### config.mk
export PLATFORM = sky130hd
export DESIGN_NAME = debounce_scan_ctrl
export DESIGN_NICKNAME = d
export VERILOG_FILES = /design/src/rtl/debounce_scan_ctrl.sv
export SDC_FILE = /design/constraint.sdc
export NUM_CORES = 1
export LEC_CHECK = 0
export CAP_MARGIN = 40
export CORE_UTILIZATION = 45
export CTS_CLUSTER_SIZE = 14
export DETAILED_ROUTE_END_ITERATION = 10
export PLACE_DENSITY_LB_ADDON = 0.15
export SYNTH_ARGS = -nofsm -noshare
export SYNTH_HDL_FRONTEND = slang
export SYNTH_SLANG_ARGS = --single-unit
export TNS_END_PERCENT = 10
### constraint.sdc
create_clock -name clk -period 3.4 [get_ports clk]
set_input_delay 0.68 -clock clk [delete_from_list [all_inputs] [get_ports clk]]
set_output_delay 0.68 -clock clk [all_outputs]
set_load 0.005 [all_outputs]
### src/rtl/debounce_scan_ctrl.sv
// debounce_scan_ctrl
//   Time-multiplexed debounce controller. A single filter engine visits one
//   channel per sample tick in round-robin order. Each accepted level change
//   is reported as one event on a valid/ready port.
//
//   Optional feature macro: LONG_PRESS_EN (adds per-channel hold counters and
//   a one-shot long-press event; without it evt_long is tied low).
//
// Ports
//   clk        in   clock, rising edge
//   rst_n      in   asynchronous active-low reset
//   sig_in     in   [N_CH]  raw asynchronous inputs
//   sig_out    out  [N_CH]  debounced levels
//   evt_valid  out  event pending
//   evt_ready  in   consumer accepts event
//   evt_ch     out  [CH_W]  channel of pending event
//   evt_level  out  new level (1 = press/rise, 0 = release/fall)
//   evt_long   out  long-press event flag
module debounce_scan_ctrl #(
  parameter int unsigned N_CH     = 4,
  parameter int unsigned PRESCALE = 1000,
  parameter int unsigned SAMPLES  = 3,
  parameter int unsigned LONG_CNT = 64,
  localparam int unsigned CH_W    = (N_CH > 1) ? $clog2(N_CH) : 1
) (
  input  logic            clk,
  input  logic            rst_n,
  input  logic [N_CH-1:0] sig_in,
  output logic [N_CH-1:0] sig_out,
  output logic            evt_valid,
  input  logic            evt_ready,
  output logic [CH_W-1:0] evt_ch,
  output logic            evt_level,
  output logic            evt_long
);

  localparam int unsigned PCNT_W = (PRESCALE > 1) ? $clog2(PRESCALE) : 1;
  localparam int unsigned CNT_W  = $clog2(SAMPLES + 1);

  // Elaboration-time guard on parameter ranges
  if (N_CH < 2 || PRESCALE == 0 || SAMPLES == 0 || LONG_CNT == 0) begin : g_bad_param
    $error("debounce_scan_ctrl: illegal parameter value");
  end

  typedef enum logic [1:0] {
    ST_INIT = 2'd0,
    ST_SCAN = 2'd1,
    ST_EMIT = 2'd2
  } state_t;

  state_t            state;
  logic [N_CH-1:0]   sync1;
  logic [N_CH-1:0]   syn;
  logic [PCNT_W-1:0] pcnt;
  logic [1:0]        warm;
  logic [CH_W-1:0]   ptr;
  logic [CNT_W-1:0]  cnt [N_CH];

  logic              tick_c;
  logic [CH_W-1:0]   ptr_nxt_c;
  logic [PCNT_W-1:0] pcnt_nxt_c;
  logic              cur_out_c;
  logic              cur_dis_c;
  logic              cur_flip_c;
  logic [CNT_W-1:0]  cur_cnt_c;

  // Prescaler is frozen while an event waits for the consumer
  always_comb begin
    tick_c     = (state != ST_EMIT) && (pcnt == PCNT_W'(PRESCALE - 1));
    pcnt_nxt_c = (pcnt == PCNT_W'(PRESCALE - 1)) ? '0 : pcnt + PCNT_W'(1);
    ptr_nxt_c  = (ptr == CH_W'(N_CH - 1)) ? '0 : ptr + CH_W'(1);
  end

  // Filter decision for the channel currently under the pointer
  always_comb begin
    cur_out_c  = sig_out[ptr];
    cur_dis_c  = syn[ptr] != sig_out[ptr];
    cur_cnt_c  = cnt[ptr];
    cur_flip_c = cur_dis_c && ((32'(cur_cnt_c) + 32'd1) >= SAMPLES);
  end

`ifdef LONG_PRESS_EN
  localparam int unsigned HCNT_W = $clog2(LONG_CNT + 1);

  logic [HCNT_W-1:0] hcnt [N_CH];
  logic [N_CH-1:0]   long_done;
  logic [HCNT_W-1:0] hcnt_nxt_c;
  logic              cur_long_c;

  // Saturating hold count; long event fires once when the limit is reached
  always_comb begin
    hcnt_nxt_c = (32'(hcnt[ptr]) >= LONG_CNT) ? hcnt[ptr] : hcnt[ptr] + HCNT_W'(1);
    cur_long_c = cur_out_c && !cur_flip_c && !long_done[ptr] &&
                 (32'(hcnt_nxt_c) == LONG_CNT);
  end
`endif

  // Input synchronizer
  always_ff @(posedge clk or negedge rst_n) begin
    if (!rst_n) begin
      sync1 <= '0;
      syn   <= '0;
    end else begin
      sync1 <= sig_in;
      syn   <= sync1;
    end
  end

  // Control FSM, scan engine and registered event port
  always_ff @(posedge clk or negedge rst_n) begin
    if (!rst_n) begin
      state     <= ST_INIT;
      pcnt      <= '0;
      warm      <= '0;
      ptr       <= '0;
      sig_out   <= '0;
      evt_valid <= 1'b0;
      evt_ch    <= '0;
      evt_level <= 1'b0;
      evt_long  <= 1'b0;
      for (int unsigned i = 0; i < N_CH; i++) cnt[i] <= '0;
`ifdef LONG_PRESS_EN
      for (int unsigned i = 0; i < N_CH; i++) hcnt[i] <= '0;
      long_done <= '0;
`endif
    end else begin
      if (state != ST_EMIT) pcnt <= pcnt_nxt_c;

      case (state)
        ST_INIT: begin
          if (warm != 2'd3) warm <= warm + 2'd1;
          // Initial levels are adopted silently once the synchronizer is warm
          if (tick_c && warm == 2'd3) begin
            sig_out <= syn;
            for (int unsigned i = 0; i < N_CH; i++) cnt[i] <= '0;
            state   <= ST_SCAN;
          end
        end

        ST_SCAN: begin
          if (tick_c) begin
            ptr <= ptr_nxt_c;
            if (!cur_dis_c) begin
              cnt[ptr] <= '0;
            end else if (!cur_flip_c) begin
              cnt[ptr] <= cur_cnt_c + CNT_W'(1);
            end else begin
              sig_out[ptr] <= ~cur_out_c;
              cnt[ptr]     <= '0;
              evt_ch       <= ptr;
              evt_level    <= ~cur_out_c;
              evt_long     <= 1'b0;
              evt_valid    <= 1'b1;
              state        <= ST_EMIT;
            end
`ifdef LONG_PRESS_EN
            // Falling flip rearms the long-press detector
            if (cur_flip_c && cur_out_c) begin
              hcnt[ptr]      <= '0;
              long_done[ptr] <= 1'b0;
            end else if (!cur_flip_c && cur_out_c) begin
              hcnt[ptr] <= hcnt_nxt_c;
              if (cur_long_c) begin
                long_done[ptr] <= 1'b1;
                evt_ch         <= ptr;
                evt_level      <= 1'b1;
                evt_long       <= 1'b1;
                evt_valid      <= 1'b1;
                state          <= ST_EMIT;
              end
            end
`endif
          end
        end

        ST_EMIT: begin
          if (evt_valid && evt_ready) begin
            evt_valid <= 1'b0;
            state     <= ST_SCAN;
          end
        end

        default: state <= ST_INIT;
      endcase
    end
  end

endmodule

==> key figures <==
Placement
  – Routability cong.: 0.830
  – Setup Slack @ Placement: ~1.1 ns
  – Detailed placement HPWL: 2920 µm
  – Port bufs: 14

Power and ir drop
  – Peak VDD IR: 357 µV
  – Total power: approximately 1.2 mW
  – Pwr Density: 522 nW/µm²
  – Clk pwr share: 0.330
  – Switching part of the total: 0.276
  – Part of the power in combinational logic: 0.161
  – P_sw: between 0.3 and 0.4 mW
  – Leakage: 0.958 nW
  – Cell internal pwr: 0.849 mW
  – Sequential share of power: 0.509

Floorplanning
  – Die height: 67.8 µm
  – Die width: 67.8 µm
  – Row count: 23
  – Die ar.: ~4600 µm²
  – IO Pins: 16
  – Initial Util: 0.476
  – Core Region: a little over 4000 µm²

Yosys
  – #FFs+latches synth: 40
  – Top cells by area, synth: dfrtp_1 51%, o21ai_1 4.1%, ha_1 3.9%
  – Syn Area/Cell: 11.4 µm²
  – Top FF cell, synth: dfrtp_1
  – Post-synthesis sequential area ratio: 0.514
  – Synth top area share: 0.514
  – Netlist cell types: between 40 and 50
  – Count leader, synth: dfrtp_1
  – Commonest cells post-synth: 40 x dfrtp_1, 16 x nand2_1, 16 x o21ai_1
  – Cell count after synthesis: 171
  – Number of enable flip-flop cells after synthesis: 0
  – Asr flop ratio synth: 1.00
  – Ys Warns: 0
  – Area leader, netlist: dfrtp_1
  – Mapped Nets: 184
  – Post-Syn Area: around 1900 µm²

Clock network
  – Post-CTS setup buffer count: 0
  – Clock transition at the registers of the reported paths: roughly 0.08 ns
  – Skew-Pair Late Insertion Delay: 0.29 ns
  – Clock sink total: 40
  – CTS root buf: clkbuf_8
  – Post-CTS Hold Fix Bufs: 0
  – CTS buffer count: 5
  – CTS H-tree lvls: 2
  – TritonCTS clock tree: built
  – Buffer depth of the longest clock path: 2
  – Post_cts resized: 0

Setup path
  – Crit path arrival time: 2.46 ns
  – CP max FO: 8
  – Crit path kind: reg -> reg
  – Worst EP required: 3.58 ns
  – Worst r2r dst: sig_out[2]$_DFFE_PN0P_
  – Worst Setup End Kind: flip-flop
  – Worst-case reg-to-reg path depth: 4
  – CP Launch Type: flip-flop
  – Reg-to-reg setup timing slack: 1.12 ns
  – Reg2reg start: ptr[0]$_DFFE_PN0P_

Timing
  – Clk_skew: between 0.007 and 0.008 ns
  – Fmax: 0.438 GHz
  – Fin crit share: 0.671
  – Final setup viols: 0
  – Min Tclk post-route: approximately 2.3 ns
  – Final Hold Fails: 0
  – Slew @ Worst Pin: slightly below 0.7 ns
  – Worst Slack Setup Final: ~1.1 ns
  – Final Slew Violations: 0
  – Slew HR: 0.544
  – Unrepaired setup endpoints after global routing: no
  – Sum Neg Setup Slack: 0 ns

Global route
  – Gr ovfl total: 0
  – Largest net degree at the start of global routing: 24
  – Vias in the first global route: 1,315
  – Total GRT Usage: 0.204
  – First-pass GRT wire length: between 6000 and 7000 µm
  – Initial antenna violation count: 0

Route
  – Vias per cell: 5.60
  – DRC: 0
  – Final wirelength: approximately 3900 µm
  – Initial detailed-routing violation count: 96
  – Vias: 1,339
  – ANT nets after route: 0
  – TritonRoute pass-1 iters: 4
  – WL/cell: 16.2 µm

Worst hold path
  – HP Class: in -> async

Cells and area
  – Nets: 201
  – Core Util, Final: 0.551
  – Area growth syn-to-layout: 15.6%
  – Ant diodes: 0
  – Share of cells above drive strength 1: 0.111

Status
  – Status: complete, no violations

Job
  – Max-cap violation count: 0
==> power groups by stage <==
| stage | logic (mW) | clock network, mW | registers, mW |
|---|---|---|---|
| final | 0.189 | 0.387 | 0.597 |
| after global routing | 0.213 | 0.424 | 0.608 |
| after CTS | 0.191 | 0.392 | 0.596 |
| after detailed placement | 0.192 | 0 | 0.604 |
| after global placement | 0.178 | 0 | 0.602 |
| after floorplan | 0.145 | 0 | 0.590 |
==> placed cells by master, fill, tap and decap left out, types with 2 or more instances in the layout <==
cell type | netlist | routed
mux4_2 | 3 | 3
dfrtp_1 | 40 | 40
nand4_1 | 2 | 2
nor2_1 | 11 | 11
ha_1 | 6 | 6
nand4b_1 | 2 | 2
a41oi_1 | 4 | 4
o21ai_0 | 4 | 4
nand2b_1 | 3 | 3
nor4_2 | 2 | 2
nor2b_1 | 2 | 2
nand3_1 | 4 | 4
o21a_1 | 3 | 3
xnor2_1 | 6 | 6
clkbuf_8 | 0 | 5
nand2_1 | 16 | 16
o21ai_1 | 16 | 16
xor2_1 | 2 | 2
clkdlybuf4s50_1 | 0 | 13
mux2_1 | 6 | 6
inv_1 | 8 | 8
nor3_1 | 3 | 3
==> per-layer routing <==
metal	vias up	GRT usage	wire length, µm
li1	637	-	-
met3	5	0.0659	130
met5	-	0	0
met4	0	0.0638	47
met1	672	0.270	1830
met2	25	0.313	1880
==> critical path, cell delays in order, from the launching register on <==
cell and delay (ns):
dfrtp_1 0.56, mux4_2 0.63, xor2_2 0.41, a41oi_1 0.21, mux2_1 0.35
==> state kept, by name, summed over array words and instances (netlist names) <==
signal and flops:
cnt 8, evt_ch 2, ptr 2, syn 4, evt_valid 1, evt_level 1
warm 2, sig_out 4, state 2, sync1 4, pcnt 10
==> worst max-delay path by stage <==
| stage | from | to | slack, ns | depth (start not counted) |
|---|---|---|---|---|
| 5_1_grt | ptr[0]$_DFFE_PN0P_ | evt_ch[1]$_DFFE_PN0P_ | 0.99 | 4 |
| 3_5_place_dp | ptr[0]$_DFFE_PN0P_ | evt_ch[0]$_DFFE_PN0P_ | 1.14 | 4 |
| 2_1_floorplan | ptr[0]$_DFFE_PN0P_ | evt_ch[0]$_DFFE_PN0P_ | 1.42 | 5 |
| 6_report | ptr[0]$_DFFE_PN0P_ | sig_out[2]$_DFFE_PN0P_ | 1.12 | 4 |
| 4_1_cts | ptr[0]$_DFFE_PN0P_ | sig_out[2]$_DFFE_PN0P_ | 1.12 | 4 |
| 3_3_place_gp | ptr[0]$_DFFE_PN0P_ | evt_ch[0]$_DFFE_PN0P_ | 1.23 | 4 |
==> metrics by stage <==
step	cells	cell area, µm²	hold WS (ns)
after global placement	230	2110	0.333
after detailed placement	231	2140	0.335
after CTS	239	2250	0.334
after floorplan	171	1950	0.331
final	239	2250	0.324
after global routing	239	2250	0.343
==> cell families after synthesis <==
kind of cell	count (synthesis)	synth area share
DFF	40	0.514
other	1	0.00193
AOI/OAI and AO/OA	32	0.0997
muxes	12	0.0939
buffers and inverters	13	0.0322
adders and majority gates	6	0.0386
xor gates and xnor gates	9	0.0444
and+or+nand+nor	58	0.175
==> layout make-up <==
cell class | instances | area, µm²
inverters | 8 | 30.0
repair buffers | 15 | 163
multi-input cells | 118 | 882
flip-flops and latches | 40 | 1000
clock inverters | 3 | 42.5
fillers | 367 | 1840
clock buffers | 5 | 68.8
well taps | 50 | 62.6
Note: power is estimated with default switching activity, not from simulation.
